`src/rtl/fp_div_seq.sv`:
```
// Request/response sequencer in front of the iterative fp_div core: one op in flight,
// registered divider interface, wait-for-done with timeout, and flush abort.
module fp_div_seq #(
  parameter int unsigned FP_WIDTH       = 32,
  parameter int unsigned RND_WIDTH      = 3,
  parameter int unsigned RES_WIDTH      = 37,
  parameter int unsigned TAG_WIDTH      = 4,
  parameter int unsigned TIMEOUT_CYCLES = 64
) (
  input  logic                 clk_i,
  input  logic                 rst_i,
  input  logic                 flush_i,
  input  logic                 req_valid_i,
  output logic                 req_ready_o,
  input  logic [FP_WIDTH-1:0]  req_a_i,
  input  logic [FP_WIDTH-1:0]  req_b_i,
  input  logic [RND_WIDTH-1:0] req_rnd_i,
  input  logic [TAG_WIDTH-1:0] req_tag_i,
  output logic [FP_WIDTH-1:0]  div_a_o,
  output logic [FP_WIDTH-1:0]  div_b_o,
  output logic [RND_WIDTH-1:0] div_rnd_o,
  output logic                 div_start_o,
  input  logic                 div_done_i,
  input  logic [RES_WIDTH-1:0] div_res_i,
  output logic                 rsp_valid_o,
  input  logic                 rsp_ready_i,
  output logic [RES_WIDTH-1:0] rsp_res_o,
  output logic [TAG_WIDTH-1:0] rsp_tag_o,
  output logic                 rsp_timeout_o,
  output logic                 busy_o
);

  localparam int unsigned CNT_WIDTH = $clog2(TIMEOUT_CYCLES) + 1;
  localparam logic [CNT_WIDTH-1:0] CNT_LAST = CNT_WIDTH'(TIMEOUT_CYCLES - 1);

  typedef enum logic [1:0] {IDLE, START, WAIT, RESP} state_e;

  state_e               state_reg;
  logic [CNT_WIDTH-1:0] cnt_reg;
  logic [TAG_WIDTH-1:0] tag_reg;
  logic                 accept;

  // A response slot freed this cycle can take the next op immediately; flush blocks acceptance.
  assign req_ready_o = ~rst_i & ~flush_i &
                       ((state_reg == IDLE) | ((state_reg == RESP) & rsp_ready_i));
  assign accept      = req_valid_i & req_ready_o;
  assign busy_o      = (state_reg != IDLE);

  always_ff @(posedge clk_i or posedge rst_i) begin
    if (rst_i) begin
      state_reg     <= IDLE;
      cnt_reg       <= '0;
      tag_reg       <= '0;
      div_a_o       <= '0;
      div_b_o       <= '0;
      div_rnd_o     <= '0;
      div_start_o   <= 1'b0;
      rsp_valid_o   <= 1'b0;
      rsp_res_o     <= '0;
      rsp_tag_o     <= '0;
      rsp_timeout_o <= 1'b0;
    end else begin
      div_start_o <= 1'b0;
      if (flush_i) begin
        state_reg   <= IDLE;
        rsp_valid_o <= 1'b0;
        cnt_reg     <= '0;
      end else if (accept) begin
        div_a_o     <= req_a_i;
        div_b_o     <= req_b_i;
        div_rnd_o   <= req_rnd_i;
        tag_reg     <= req_tag_i;
        div_start_o <= 1'b1;
        rsp_valid_o <= 1'b0;
        state_reg   <= START;
      end else begin
        case (state_reg)
          START: begin
            cnt_reg   <= '0;
            state_reg <= WAIT;
          end
          WAIT: begin
            // A done arriving on the last allowed cycle still wins over the timeout.
            if (div_done_i) begin
              rsp_res_o     <= div_res_i;
              rsp_tag_o     <= tag_reg;
              rsp_timeout_o <= 1'b0;
              rsp_valid_o   <= 1'b1;
              state_reg     <= RESP;
            end else if (cnt_reg == CNT_LAST) begin
              rsp_res_o     <= '0;
              rsp_tag_o     <= tag_reg;
              rsp_timeout_o <= 1'b1;
              rsp_valid_o   <= 1'b1;
              state_reg     <= RESP;
            end else begin
              cnt_reg <= cnt_reg + CNT_WIDTH'(1);
            end
          end
          RESP: begin
            if (rsp_ready_i) begin
              rsp_valid_o <= 1'b0;
              state_reg   <= IDLE;
            end
          end
          default: state_reg <= IDLE;
        endcase
      end
    end
  end

endmodule
```
`config.mk`:
```
export PLATFORM = sky130hd
export DESIGN_NAME = fp_div_seq
export DESIGN_NICKNAME = d
export VERILOG_FILES = /design/src/rtl/fp_div_seq.sv
export SDC_FILE = /design/constraint.sdc
export NUM_CORES = 1
export LEC_CHECK = 0
export CAP_MARGIN = 40
export CELL_PAD_IN_SITES_DETAIL_PLACEMENT = 1
export CELL_PAD_IN_SITES_GLOBAL_PLACEMENT = 1
export CORE_MARGIN = 1.5
export CORE_UTILIZATION = 30
export DETAILED_ROUTE_END_ITERATION = 16
export GPL_TIMING_DRIVEN = 0
export PLACE_DENSITY = 0.78
export SYNTH_ARGS = -nofsm -noshare
export SYNTH_HDL_FRONTEND = slang
export SYNTH_SLANG_ARGS = --single-unit
```
`constraint.sdc`:
```
create_clock -name clk_i -period 5.8 [get_ports clk_i]
set_clock_uncertainty 0.05 [all_clocks]
set_input_delay 0.87 -clock clk_i [delete_from_list [all_inputs] [get_ports clk_i]]
set_output_delay 0.87 -clock clk_i [all_outputs]
set_load 0.05 [all_outputs]
```
==> results of run 1 <==
==> final timing paths <==
check	end	cells after the start	slack, ns
setup reg to reg	div_a_o[19]	8	3.67
hold reg to reg	tag_reg[3]	2	0.42
setup / recovery	req_ready_o	4	2.42
hold / removal	tag_reg[3]	2	0.42
max in group asynchronous	rsp_res_o[31]	3	4.08
min in group asynchronous	state_reg[0]	2	0.87
==> cells by family (layout without fill, tap and decap cells) <==
| group | Yosys count | count (layout) | share of synthesized area (%) |
|---|---|---|---|
| flops | 124 | 124 | 63.5 |
| mux | 6 | 6 | 1.33 |
| buf+inv | 36 | 294 | 3.74 |
| fa+ha+maj | 5 | 5 | 1.28 |
| simple gates | 239 | 239 | 19.9 |
| compound gates | 62 | 62 | 10.2 |
==> per-layer routing <==
| metal | routed length, um | vias up | share of wire (%) |
|---|---|---|---|
| met1 | 6140 | 2125 | 39 |
| met5 | 0 | - | 0 |
| met4 | 265 | 0 | 1.7 |
| met3 | 1510 | 23 | 9.4 |
| li1 | - | 2039 | - |
| met2 | 8020 | 162 | 50 |
==> cell type report <==
class                      instances  area (um^2)
fill                            1773         7850
sequential                       124         3100
timing repair buffer             226         2280
multi-input combinational        312         1600
tap                              216          270
buffer                            25          141
clock inverter                    11          141
clock buffer                      21          460
inverter                          11         46.3
==> synthesized netlist by cell type (2+ instances only) <==
master / n / area, um^2
ha_1: 5 / 62.6
nor2b_1: 2 / 12.5
mux2_2: 2 / 22.5
nor3_1: 2 / 10.0
a211oi_1: 2 / 15.0
a21oi_1: 5 / 25.0
mux2_1: 2 / 22.5
mux2i_1: 2 / 20.0
inv_1: 10 / 37.5
buf_1: 4 / 15.0
buf_6: 4 / 45.0
clkbuf_1: 3 / 11.3
dfrtp_1: 124 / 3100
and3_1: 4 / 25.0
nand2_1: 217 / 815
nor2_1: 3 / 11.3
a22o_1: 37 / 324
a31oi_1: 6 / 37.5
nand2b_1: 4 / 25.0
buf_2: 14 / 70.1
a21o_2: 2 / 17.5
==> power by group through the flow <==
stage                     Sequential, W  Combinational, W  Clock (W)
after floorplan                 0.00178          0.000193          0
after global placement          0.00115           0.00132          0
after detailed placement        0.00117           0.00135          0
after CTS                       0.00115           0.00136    0.00111
after global routing            0.00118           0.00140    0.00114
final                           0.00115           0.00134    0.00108
==> critical path, delay by kind of cell <==
family	cells	cell delay, ns
buffers and inverters	2	1.36
AO/OA/AOI/OAI	1	0.08
AND/OR/NAND/NOR	1	0.14
==> cell usage in the layout, fill, tap and decap left out, types with 2 or more instances in the layout <==
cell type,instances
mux2_2,2
a21oi_1,5
a22o_1,37
clkdlybuf4s50_1,225
and3_1,4
clkbuf_1,5
nand2b_1,4
nor2b_1,2
buf_6,4
nor2_1,3
clkbuf_16,17
clkinvlp_4,3
clkbuf_8,2
mux2_1,2
inv_6,2
mux2i_1,2
nor3_1,2
buf_1,4
bufinv_16,3
clkinv_2,4
buf_2,14
dfrtp_1,124
inv_1,9
a21o_2,2
a211oi_1,2
ha_1,5
a31oi_1,6
nand2_1,217
==> stage by stage <==
stage	setup slack (ns)	instances
floorplan	0.905	472
global placement	-1.08	913
detailed placement	2.42	914
CTS	2.40	946
global route	2.35	946
finish	2.42	946
==> impl_metrics.xml, run 1 <==
<?xml version="1.0" encoding="UTF-8"?>
<metrics>
  <group name="sta">
    <metric name="final-max-slew-violation-count" unit="">0</metric>
    <metric name="setup_viol" unit="">0</metric>
    <metric name="hold_viol_final" unit="">0</metric>
    <metric name="tns" unit="ns">0</metric>
    <metric name="tightestPinTransition" unit="ns">0.626</metric>
    <metric name="timing.slew.headroom" unit="%">58.0</metric>
    <metric name="final_cycle_utilization_of_the_critical_path" unit="%">58.3</metric>
    <metric name="rsz_0062_raised_after_global_routing" unit="">no</metric>
    <metric name="max_clock_freq" unit="GHz">0.296</metric>
    <metric name="finalCriticalPeriod" unit="ns">3.38</metric>
    <metric name="hold_ws" unit="ns">0.420</metric>
  </group>
  <group name="clock_tree">
    <metric name="clock_sinks" unit="">124</metric>
    <metric name="worstSkewPairLatency" unit="ns">0.41</metric>
    <metric name="ctsResizeCount" unit="">0</metric>
    <metric name="tritoncts.num_buffers" unit="">17</metric>
    <metric name="cts_htree_levels" unit="">4</metric>
    <metric name="number_of_buffers_between_clock_root_and_the_deepest_sink" unit="">2</metric>
    <metric name="clock-root-buffer" unit="">clkbuf_16</metric>
    <metric name="cts_tree" unit="">done</metric>
    <metric name="cts_post_setup_buffers_inserted" unit="">0</metric>
    <metric name="worst_setup_hold_path_clk_slew" unit="ns">0.05</metric>
    <metric name="post_cts_hold_buffer_count" unit="">0</metric>
  </group>
  <group name="route">
    <metric name="drc" unit="">0</metric>
    <metric name="finalWirelength" unit="mm">15.9</metric>
    <metric name="drtAntennaViolNets" unit="">0</metric>
    <metric name="drt_first_iter_violations" unit="">162</metric>
    <metric name="route.vias.total" unit="">4349</metric>
    <metric name="dr.pass1.iters" unit="">5</metric>
    <metric name="avgRoutedWirePerCell" unit="um">16.8</metric>
    <metric name="route.detailed.vias_per_inst" unit="">4.60</metric>
  </group>
  <group name="power_and_ir_drop">
    <metric name="comb_power_share" unit="%">37.6</metric>
    <metric name="post_layout_power" unit="W">0.00357</metric>
    <metric name="vdd_drop_max" unit="mV">0.189</metric>
    <metric name="total_leakage_power" unit="nW">3.77</metric>
    <metric name="p_int" unit="W">0.00221</metric>
    <metric name="pwr-share-clk" unit="%">30.1</metric>
    <metric name="swShare" unit="%">38.0</metric>
    <metric name="part_of_the_power_in_registers" unit="%">32.3</metric>
    <metric name="power_switching" unit="W">0.00135</metric>
    <metric name="power_density" unit="nW/um^2">444</metric>
  </group>
  <group name="cells_and_area">
    <metric name="flow.area_growth_from_synthesis" unit="%">64.6</metric>
    <metric name="largest_register" unit="">rsp_res_o</metric>
    <metric name="ratio_of_cells_with_drive_above_1_in_the_final_layout" unit="%">8.08</metric>
    <metric name="design.final.nets" unit="">836</metric>
    <metric name="largest_reg_flops" unit="">37</metric>
    <metric name="antenna_diode_count" unit="">0</metric>
    <metric name="reg_top3" unit="">rsp_res_o (37), div_a_o (32), div_b_o (32)</metric>
    <metric name="final_area" unit="um^2">8040</metric>
    <metric name="finalCoreUtilization" unit="%">50.6</metric>
  </group>
  <group name="run">
    <metric name="timing.max_cap.violations" unit="">0</metric>
  </group>
  <group name="synthesis">
    <metric name="mappedNetlistNets" unit="">591</metric>
    <metric name="yosys_synthesis_warning_count" unit="">0</metric>
    <metric name="register_area_share_after_synthesis" unit="%">63.5</metric>
    <metric name="ys_dominant_reg_cell" unit="">dfrtp_1</metric>
    <metric name="async_reset_ff_share" unit="%">100</metric>
    <metric name="ys_ff_latch" unit="">124</metric>
    <metric name="synthesis.area" unit="um^2">4880</metric>
    <metric name="number_of_enable_type_register_cells_in_the_synthesized_netlist" unit="">0</metric>
    <metric name="netlist_instances" unit="">472</metric>
    <metric name="netlist-cell-type-count" unit="">39</metric>
    <metric name="avgSynthCellArea" unit="um^2">10.3</metric>
  </group>
  <group name="placement">
    <metric name="place_area" unit="um^2">7440</metric>
    <metric name="dp_hpwl" unit="mm">11.8</metric>
    <metric name="io_buffer_count" unit="">225</metric>
    <metric name="globalplace.congestion" unit="">0.804</metric>
  </group>
  <group name="global_routing">
    <metric name="grt_usage" unit="%">18.8</metric>
    <metric name="antenna_violations_before_repair" unit="">0</metric>
    <metric name="grt_pass1_vias" unit="">4707</metric>
    <metric name="global_route.peak_usage_layer" unit="">met2</metric>
    <metric name="grt_max_degree" unit="">75</metric>
    <metric name="met1_usage" unit="%">20.6</metric>
    <metric name="grt_pass1_wl" unit="mm">24.4</metric>
    <metric name="total_gr_overflow" unit="">0</metric>
    <metric name="groute.layer.met3.usage" unit="%">7.41</metric>
    <metric name="grtUsageMet2" unit="%">32.9</metric>
  </group>
  <group name="floorplanning">
    <metric name="die_height" unit="um">131</metric>
    <metric name="die_width" unit="um">131</metric>
    <metric name="floorplan.die_area" unit="um^2">17100</metric>
    <metric name="core_region_area" unit="um^2">15900</metric>
    <metric name="start_util" unit="%">30.7</metric>
    <metric name="number_of_ports_placed_on_the_die_boundary" unit="">227</metric>
    <metric name="placement_rows" unit="">46</metric>
  </group>
  <group name="setup_path">
    <metric name="worst_path_max_delay_cell" unit="">clkdlybuf4s50_1</metric>
    <metric name="worstSetupStartpointType" unit="">input port</metric>
    <metric name="cpPeakStageDelay" unit="ns">0.84</metric>
    <metric name="critical_path.most_common_cell" unit="">clkdlybuf4s50_1</metric>
    <metric name="rr_startpoint" unit="">state_reg[0]</metric>
    <metric name="critPathRequiredTime" unit="ns">4.88</metric>
    <metric name="cp_max_fo" unit="">4</metric>
    <metric name="cp_cell_sequence" unit="">clkdlybuf4s50_1 &gt; a21oi_1 &gt; nor3_1 &gt; clkdlybuf4s50_1</metric>
    <metric name="critical_path.startpoint" unit="">rsp_ready_i</metric>
    <metric name="worstSetupPathType" unit="">input port to primary output</metric>
    <metric name="cp_data_arrival_time" unit="ns">2.46</metric>
    <metric name="cp-end-kind" unit="">primary output</metric>
  </group>
  <group name="hold_path">
    <metric name="hold_start" unit="">tag_reg[3]</metric>
    <metric name="hold_class" unit="">flop to flop</metric>
  </group>
  <group name="outcome">
    <metric name="outcome" unit="">finished clean</metric>
  </group>
</metrics>
Power figures use the tool's default switching activity.
==> run 2, diff against run 1 <==
Clock period 5.8 ns to 3.3 ns, I/O delays scaled along.
==> run 2 against run 1 <==
Critical path depth increased by 1. Setup slack got worse by 1.8 ns. Sequential power increased by 77%. Final cell count up 0.11%. Global-route usage increased by 0.091 points. Clock power grew 83%. Design area increased by 1.0%. Count of clock-buffer cells in the layout rose by 4.
==> impl_metrics.xml, run 2 (synthesized netlist as in run 1, its figures left out) <==
<?xml version="1.0" encoding="UTF-8"?>
<metrics>
  <group name="setup_path">
    <metric name="critical_path_cell_count" unit="">5</metric>
    <metric name="critical_path.endpoint" unit="">req_ready_o</metric>
    <metric name="ff2ff_path_depth" unit="">7</metric>
    <metric name="cpPeakStageDelay" unit="ns">0.83</metric>
    <metric name="timing.critical_path.max_delay_family" unit="">buffers and inverters</metric>
    <metric name="critical_path.startpoint" unit="">state_reg[1]</metric>
    <metric name="ff2ff_setup_slack" unit="ns">1.30</metric>
    <metric name="worstSetupPathType" unit="">flop to primary output</metric>
    <metric name="worstSetupStartpointType" unit="">flop</metric>
    <metric name="r2r_end" unit="">rsp_res_o[3]</metric>
    <metric name="cp_max_fo" unit="">4</metric>
    <metric name="critPathRequiredTime" unit="ns">2.75</metric>
    <metric name="cp_data_arrival_time" unit="ns">2.17</metric>
    <metric name="rr_startpoint" unit="">state_reg[1]</metric>
    <metric name="cp-end-kind" unit="">primary output</metric>
    <metric name="worst_path_max_delay_cell" unit="">clkdlybuf4s50_1</metric>
    <metric name="cp_cell_sequence" unit="">inv_1 &gt; ha_1 &gt; a21oi_1 &gt; nor3_1 &gt; clkdlybuf4s50_1</metric>
    <metric name="cp_num_buf_inv" unit="">2</metric>
  </group>
  <group name="cells_and_area">
    <metric name="largest_reg_flops" unit="">37</metric>
    <metric name="layout.cells.non_filler" unit="">947</metric>
    <metric name="reg_top3" unit="">rsp_res_o (37), div_a_o (32), div_b_o (32)</metric>
    <metric name="design.final.nets" unit="">838</metric>
    <metric name="flow.area_growth_from_synthesis" unit="%">66.3</metric>
    <metric name="regArea" unit="um^2">3100</metric>
    <metric name="num-fill-cells" unit="">1766</metric>
    <metric name="antenna_diode_count" unit="">0</metric>
    <metric name="ratio_of_cells_with_drive_above_1_in_the_final_layout" unit="%">8.62</metric>
    <metric name="largest_register" unit="">rsp_res_o</metric>
    <metric name="multi_input_comb_area" unit="um^2">1600</metric>
    <metric name="final_area" unit="um^2">8120</metric>
    <metric name="final_common_cell" unit="">clkdlybuf4s50_1</metric>
    <metric name="mostFrequentLayoutCells" unit="">225 x clkdlybuf4s50_1, 217 x nand2_1, 124 x dfrtp_1</metric>
  </group>
  <group name="floorplanning">
    <metric name="die_width" unit="um">131</metric>
    <metric name="placement_rows" unit="">46</metric>
    <metric name="start_util" unit="%">30.7</metric>
    <metric name="floorplan.die_area" unit="um^2">17100</metric>
    <metric name="die_height" unit="um">131</metric>
    <metric name="core_region_area" unit="um^2">15900</metric>
    <metric name="number_of_ports_placed_on_the_die_boundary" unit="">227</metric>
  </group>
  <group name="global_routing">
    <metric name="antenna_violations_before_repair" unit="">0</metric>
    <metric name="total_gr_overflow" unit="">0</metric>
    <metric name="grt_pass1_vias" unit="">4854</metric>
    <metric name="grt_pass1_wl" unit="mm">24.5</metric>
    <metric name="grt_usage" unit="%">18.9</metric>
    <metric name="grt_max_degree" unit="">41</metric>
  </group>
  <group name="sta">
    <metric name="hold_ws" unit="ns">0.345</metric>
    <metric name="max_clock_freq" unit="GHz">0.369</metric>
    <metric name="final-max-slew-violation-count" unit="">0</metric>
    <metric name="hold_viol_final" unit="">0</metric>
    <metric name="setup_viol" unit="">0</metric>
    <metric name="finalCriticalPeriod" unit="ns">2.71</metric>
    <metric name="timing.slew.headroom" unit="%">57.9</metric>
    <metric name="final_cycle_utilization_of_the_critical_path" unit="%">82.1</metric>
    <metric name="rsz_0062_raised_after_global_routing" unit="">no</metric>
    <metric name="tightestPinTransition" unit="ns">0.631</metric>
  </group>
  <group name="placement">
    <metric name="place_area" unit="um^2">7490</metric>
    <metric name="io_buffer_count" unit="">225</metric>
    <metric name="placedCellCount" unit="">916</metric>
    <metric name="dp_hpwl" unit="mm">11.9</metric>
    <metric name="globalplace.congestion" unit="">0.792</metric>
  </group>
  <group name="power_and_ir_drop">
    <metric name="power_density" unit="nW/um^2">784</metric>
    <metric name="vdd_drop_max" unit="mV">0.380</metric>
    <metric name="total_leakage_power" unit="nW">3.81</metric>
  </group>
  <group name="route">
    <metric name="drt_first_iter_violations" unit="">153</metric>
    <metric name="finalWirelength" unit="mm">15.8</metric>
    <metric name="drtAntennaViolNets" unit="">0</metric>
    <metric name="route.detailed.vias_per_inst" unit="">4.62</metric>
    <metric name="route.vias.total" unit="">4376</metric>
    <metric name="avgRoutedWirePerCell" unit="um">16.7</metric>
    <metric name="dr.pass1.iters" unit="">4</metric>
    <metric name="drc" unit="">0</metric>
  </group>
  <group name="clock_tree">
    <metric name="cts_post_setup_buffers_inserted" unit="">0</metric>
    <metric name="clock_sinks" unit="">124</metric>
    <metric name="cts_tree" unit="">done</metric>
    <metric name="cts_htree_levels" unit="">4</metric>
    <metric name="clock-root-buffer" unit="">clkbuf_16</metric>
    <metric name="worst_setup_hold_path_clk_slew" unit="ns">0.06</metric>
    <metric name="tritoncts.num_buffers" unit="">17</metric>
    <metric name="number_of_buffers_between_clock_root_and_the_deepest_sink" unit="">2</metric>
    <metric name="worstSkewPairLatency" unit="ns">0.41</metric>
    <metric name="ctsResizeCount" unit="">0</metric>
    <metric name="post_cts_hold_buffer_count" unit="">0</metric>
  </group>
  <group name="hold_path">
    <metric name="hold_class" unit="">input port to flop</metric>
  </group>
  <group name="outcome">
    <metric name="outcome" unit="">finished clean</metric>
  </group>
  <group name="run">
    <metric name="timing.max_cap.violations" unit="">0</metric>
  </group>
</metrics>
==> run 2: stage by stage <==
stage                     setup TNS (ns)  total power, W  utilization (%)  setup WS [ns]
after floorplan                   -21.43         0.00348                -         -0.278
after global placement           -230.40         0.00436             46.8          -1.96
after detailed placement               0         0.00442             47.2          0.503
after CTS                              0         0.00645             51.1          0.534
after global routing                   0         0.00664             51.1          0.460
final                                  0         0.00637             51.1          0.589
==> run 2: routing by layer <==
| layer | vias up | share of wire, % | GRT usage (%) |
|---|---|---|---|
| li1 | 2039 | - | - |
| met1 | 2164 | 37 | 19.7 |
| met5 | - | 0 | 0 |
| met3 | 14 | 11 | 9.61 |
| met4 | 0 | 1.4 | 5.88 |
| met2 | 159 | 50 | 33.3 |
==> run 2: power breakdown <==
part,internal [W],switching (W)
Clock,0.00134,0.000636
Sequential,0.00185,0.000185
Combinational,0.000831,0.00153
Total,0.00402,0.00235
==> run 2: area by class of cell <==
cell class	instances	share of cell area, %
Timing Repair Buffer	228	28.5
Clock inverter	6	1.63
Buffer	25	2.00
Tap cell	216	3.33
Multi-Input combinational cell	312	19.7
Inverter	11	0.555
Sequential cell	124	38.2
Clock buffer	25	6.10
==> run 2: worst min-delay path by stage <==
| stage | startpoint | to | cells after the start | slack [ns] |
|---|---|---|---|---|
| final | flush_i | state_reg[0] | 2 | 0.35 |
| after global routing | flush_i | state_reg[0] | 2 | 0.34 |
| after CTS | flush_i | state_reg[0] | 2 | 0.33 |
| after detailed placement | div_a_o[23] | div_a_o[23] | 2 | 0.41 |
| after global placement | div_b_o[9] | div_b_o[9] | 2 | 0.41 |
| after floorplan | tag_reg[0] | tag_reg[0] | 2 | 0.39 |
==> run 3, diff against run 2 <==
Clock period 3.3 ns to 2.85 ns, I/O delays scaled along.
==> run 3 against run 2 <==
Clock power increased by 16%. Non-clock buffer count unchanged. Sequential share of layout area about the same. Setup slack got worse by 0.34 ns. Register-to-register slack got worse by 0.42 ns. Largest power group unchanged. Critical path type unchanged. Largest cell class unchanged. Flip-flop and latch count unchanged. Routed wire length increased by 2.5%. Final cell count decreased by 0.11%. Critical path depth unchanged. Design area about the same.
==> impl_metrics.xml, run 3 (synthesized netlist as in run 1, its figures left out) <==
<?xml version="1.0" encoding="UTF-8"?>
<metrics>
  <group name="clock_tree">
    <metric name="tritoncts.num_buffers" unit="">17</metric>
    <metric name="cts_htree_levels" unit="">4</metric>
    <metric name="clock-root-buffer" unit="">clkbuf_16</metric>
    <metric name="worstSkewPairLatency" unit="ns">0.40</metric>
    <metric name="cts_post_setup_buffers_inserted" unit="">0</metric>
    <metric name="number_of_buffers_between_clock_root_and_the_deepest_sink" unit="">2</metric>
    <metric name="cts_tree" unit="">done</metric>
    <metric name="clock_sinks" unit="">124</metric>
    <metric name="post_cts_hold_buffer_count" unit="">0</metric>
    <metric name="worst_setup_hold_path_clk_slew" unit="ns">0.05</metric>
    <metric name="ctsResizeCount" unit="">0</metric>
  </group>
  <group name="floorplanning">
    <metric name="floorplan.die_area" unit="um^2">17100</metric>
    <metric name="core_region_area" unit="um^2">15900</metric>
    <metric name="die_height" unit="um">131</metric>
    <metric name="number_of_ports_placed_on_the_die_boundary" unit="">227</metric>
    <metric name="start_util" unit="%">30.7</metric>
    <metric name="die_width" unit="um">131</metric>
    <metric name="placement_rows" unit="">46</metric>
  </group>
  <group name="global_routing">
    <metric name="grt_pass1_wl" unit="mm">24.9</metric>
    <metric name="total_gr_overflow" unit="">0</metric>
    <metric name="grt_usage" unit="%">19.4</metric>
    <metric name="antenna_violations_before_repair" unit="">0</metric>
    <metric name="grt_max_degree" unit="">40</metric>
    <metric name="grt_pass1_vias" unit="">4874</metric>
  </group>
  <group name="sta">
    <metric name="rsz_0062_raised_after_global_routing" unit="">no</metric>
    <metric name="tightestPinTransition" unit="ns">0.583</metric>
    <metric name="final_cycle_utilization_of_the_critical_path" unit="%">91.1</metric>
    <metric name="finalCriticalPeriod" unit="ns">2.60</metric>
    <metric name="final-max-slew-violation-count" unit="">0</metric>
    <metric name="hold_ws" unit="ns">0.261</metric>
    <metric name="max_clock_freq" unit="GHz">0.385</metric>
    <metric name="tns" unit="ns">0</metric>
    <metric name="fin_ws" unit="ns">0.253</metric>
    <metric name="timing.slew.headroom" unit="%">60.9</metric>
    <metric name="setup_viol" unit="">0</metric>
    <metric name="hold_viol_final" unit="">0</metric>
  </group>
  <group name="cells_and_area">
    <metric name="final_common_cell" unit="">clkdlybuf4s50_1</metric>
    <metric name="regArea" unit="um^2">3100</metric>
    <metric name="finalCoreUtilization" unit="%">51.2</metric>
    <metric name="largest_register" unit="">rsp_res_o</metric>
    <metric name="largest_reg_flops" unit="">37</metric>
    <metric name="flow.area_growth_from_synthesis" unit="%">66.4</metric>
    <metric name="mostFrequentLayoutCells" unit="">225 x clkdlybuf4s50_1, 217 x nand2_1, 124 x dfrtp_1</metric>
    <metric name="antenna_diode_count" unit="">0</metric>
    <metric name="reg_top3" unit="">rsp_res_o (37), div_a_o (32), div_b_o (32)</metric>
    <metric name="num-fill-cells" unit="">1758</metric>
    <metric name="design.final.nets" unit="">838</metric>
    <metric name="multi_input_comb_area" unit="um^2">1600</metric>
    <metric name="ratio_of_cells_with_drive_above_1_in_the_final_layout" unit="%">8.90</metric>
  </group>
  <group name="setup_path">
    <metric name="ff2ff_path_depth" unit="">7</metric>
    <metric name="r2r_end" unit="">rsp_res_o[2]</metric>
    <metric name="worst_path_max_delay_cell" unit="">clkdlybuf4s50_1</metric>
    <metric name="critical_path_cell_count" unit="">5</metric>
    <metric name="critical_path.startpoint" unit="">state_reg[0]</metric>
    <metric name="critical_path.endpoint" unit="">req_ready_o</metric>
    <metric name="worstSetupStartpointType" unit="">flop</metric>
    <metric name="rr_startpoint" unit="">state_reg[0]</metric>
    <metric name="critPathRequiredTime" unit="ns">2.37</metric>
    <metric name="worstSetupPathType" unit="">flop to primary output</metric>
    <metric name="cp-end-kind" unit="">primary output</metric>
    <metric name="cpPeakStageDelay" unit="ns">0.83</metric>
    <metric name="cp_num_buf_inv" unit="">2</metric>
    <metric name="cp_data_arrival_time" unit="ns">2.12</metric>
    <metric name="cp_cell_sequence" unit="">inv_1 &gt; ha_1 &gt; a21oi_1 &gt; nor3_1 &gt; clkdlybuf4s50_1</metric>
    <metric name="ff2ff_setup_slack" unit="ns">0.88</metric>
    <metric name="timing.critical_path.max_delay_family" unit="">buffers and inverters</metric>
    <metric name="cp_max_fo" unit="">4</metric>
  </group>
  <group name="placement">
    <metric name="detailedPlace.worstSlack" unit="ns">-0.179</metric>
    <metric name="globalplace.congestion" unit="">0.771</metric>
    <metric name="dp_hpwl" unit="mm">12.3</metric>
    <metric name="io_buffer_count" unit="">225</metric>
  </group>
  <group name="route">
    <metric name="drc" unit="">0</metric>
    <metric name="avgRoutedWirePerCell" unit="um">17.1</metric>
    <metric name="drtAntennaViolNets" unit="">0</metric>
    <metric name="route.vias.total" unit="">4357</metric>
    <metric name="drt_first_iter_violations" unit="">120</metric>
    <metric name="finalWirelength" unit="mm">16.2</metric>
    <metric name="dr.pass1.iters" unit="">4</metric>
    <metric name="route.detailed.vias_per_inst" unit="">4.61</metric>
  </group>
  <group name="power_and_ir_drop">
    <metric name="total_leakage_power" unit="nW">3.82</metric>
    <metric name="vdd_drop_max" unit="mV">0.421</metric>
    <metric name="post_layout_power" unit="W">0.00739</metric>
    <metric name="power_density" unit="nW/um^2">909</metric>
  </group>
  <group name="run">
    <metric name="timing.max_cap.violations" unit="">0</metric>
  </group>
  <group name="hold_path">
    <metric name="hold_class" unit="">input port to flop</metric>
    <metric name="hold_start" unit="">flush_i</metric>
  </group>
  <group name="outcome">
    <metric name="outcome" unit="">finished clean</metric>
  </group>
</metrics>
-- run 3: cell types whose count changed in the layout (fill, tap and decap cells not counted), sizes merged --
cell / previous run / this run
clkinv: 1 / 3
clkbuf: 28 / 26
clkinvlp: 2 / 1
-- run 3: how the worst min path moves through the flow --
stage	end	depth (start not counted)
finish	state_reg[0]	2
detailed placement	tag_reg[2]	2
floorplan	tag_reg[0]	2
global placement	tag_reg[2]	2
CTS	state_reg[0]	2
global route	state_reg[0]	2
-- run 3: report_power, final --
part / switching (W) / internal, W
sequential: 0.000213 / 0.00214
combinational: 0.00178 / 0.000963
clock: 0.000732 / 0.00157
total: 0.00272 / 0.00467
-- run 3: layer usage --
layer	vias up	global-route usage, %	wire length, um
met2	164	34.5	8250
met4	0	7.82	389
met3	23	8.02	1520
li1	2046	-	-
met1	2124	20.3	6070
met5	-	0	0
-- run 3: layout make-up --
type,instances,share of cell area [%]
Sequential cell,124,38.2
Tap cell,216,3.33
Clock buffer,23,6.13
Timing Repair Buffer,228,28.4
Multi-Input combinational cell,312,19.7
Inverter,11,0.554
Buffer,25,2.00
Clock inverter,7,1.66
-- run 3: through the flow --
step | area [um^2] | cells
after detailed placement | 7490 | 916
after CTS | 8130 | 946
after floorplan | 4910 | 472
after global placement | 7430 | 913
final | 8130 | 946
after global routing | 8130 | 946
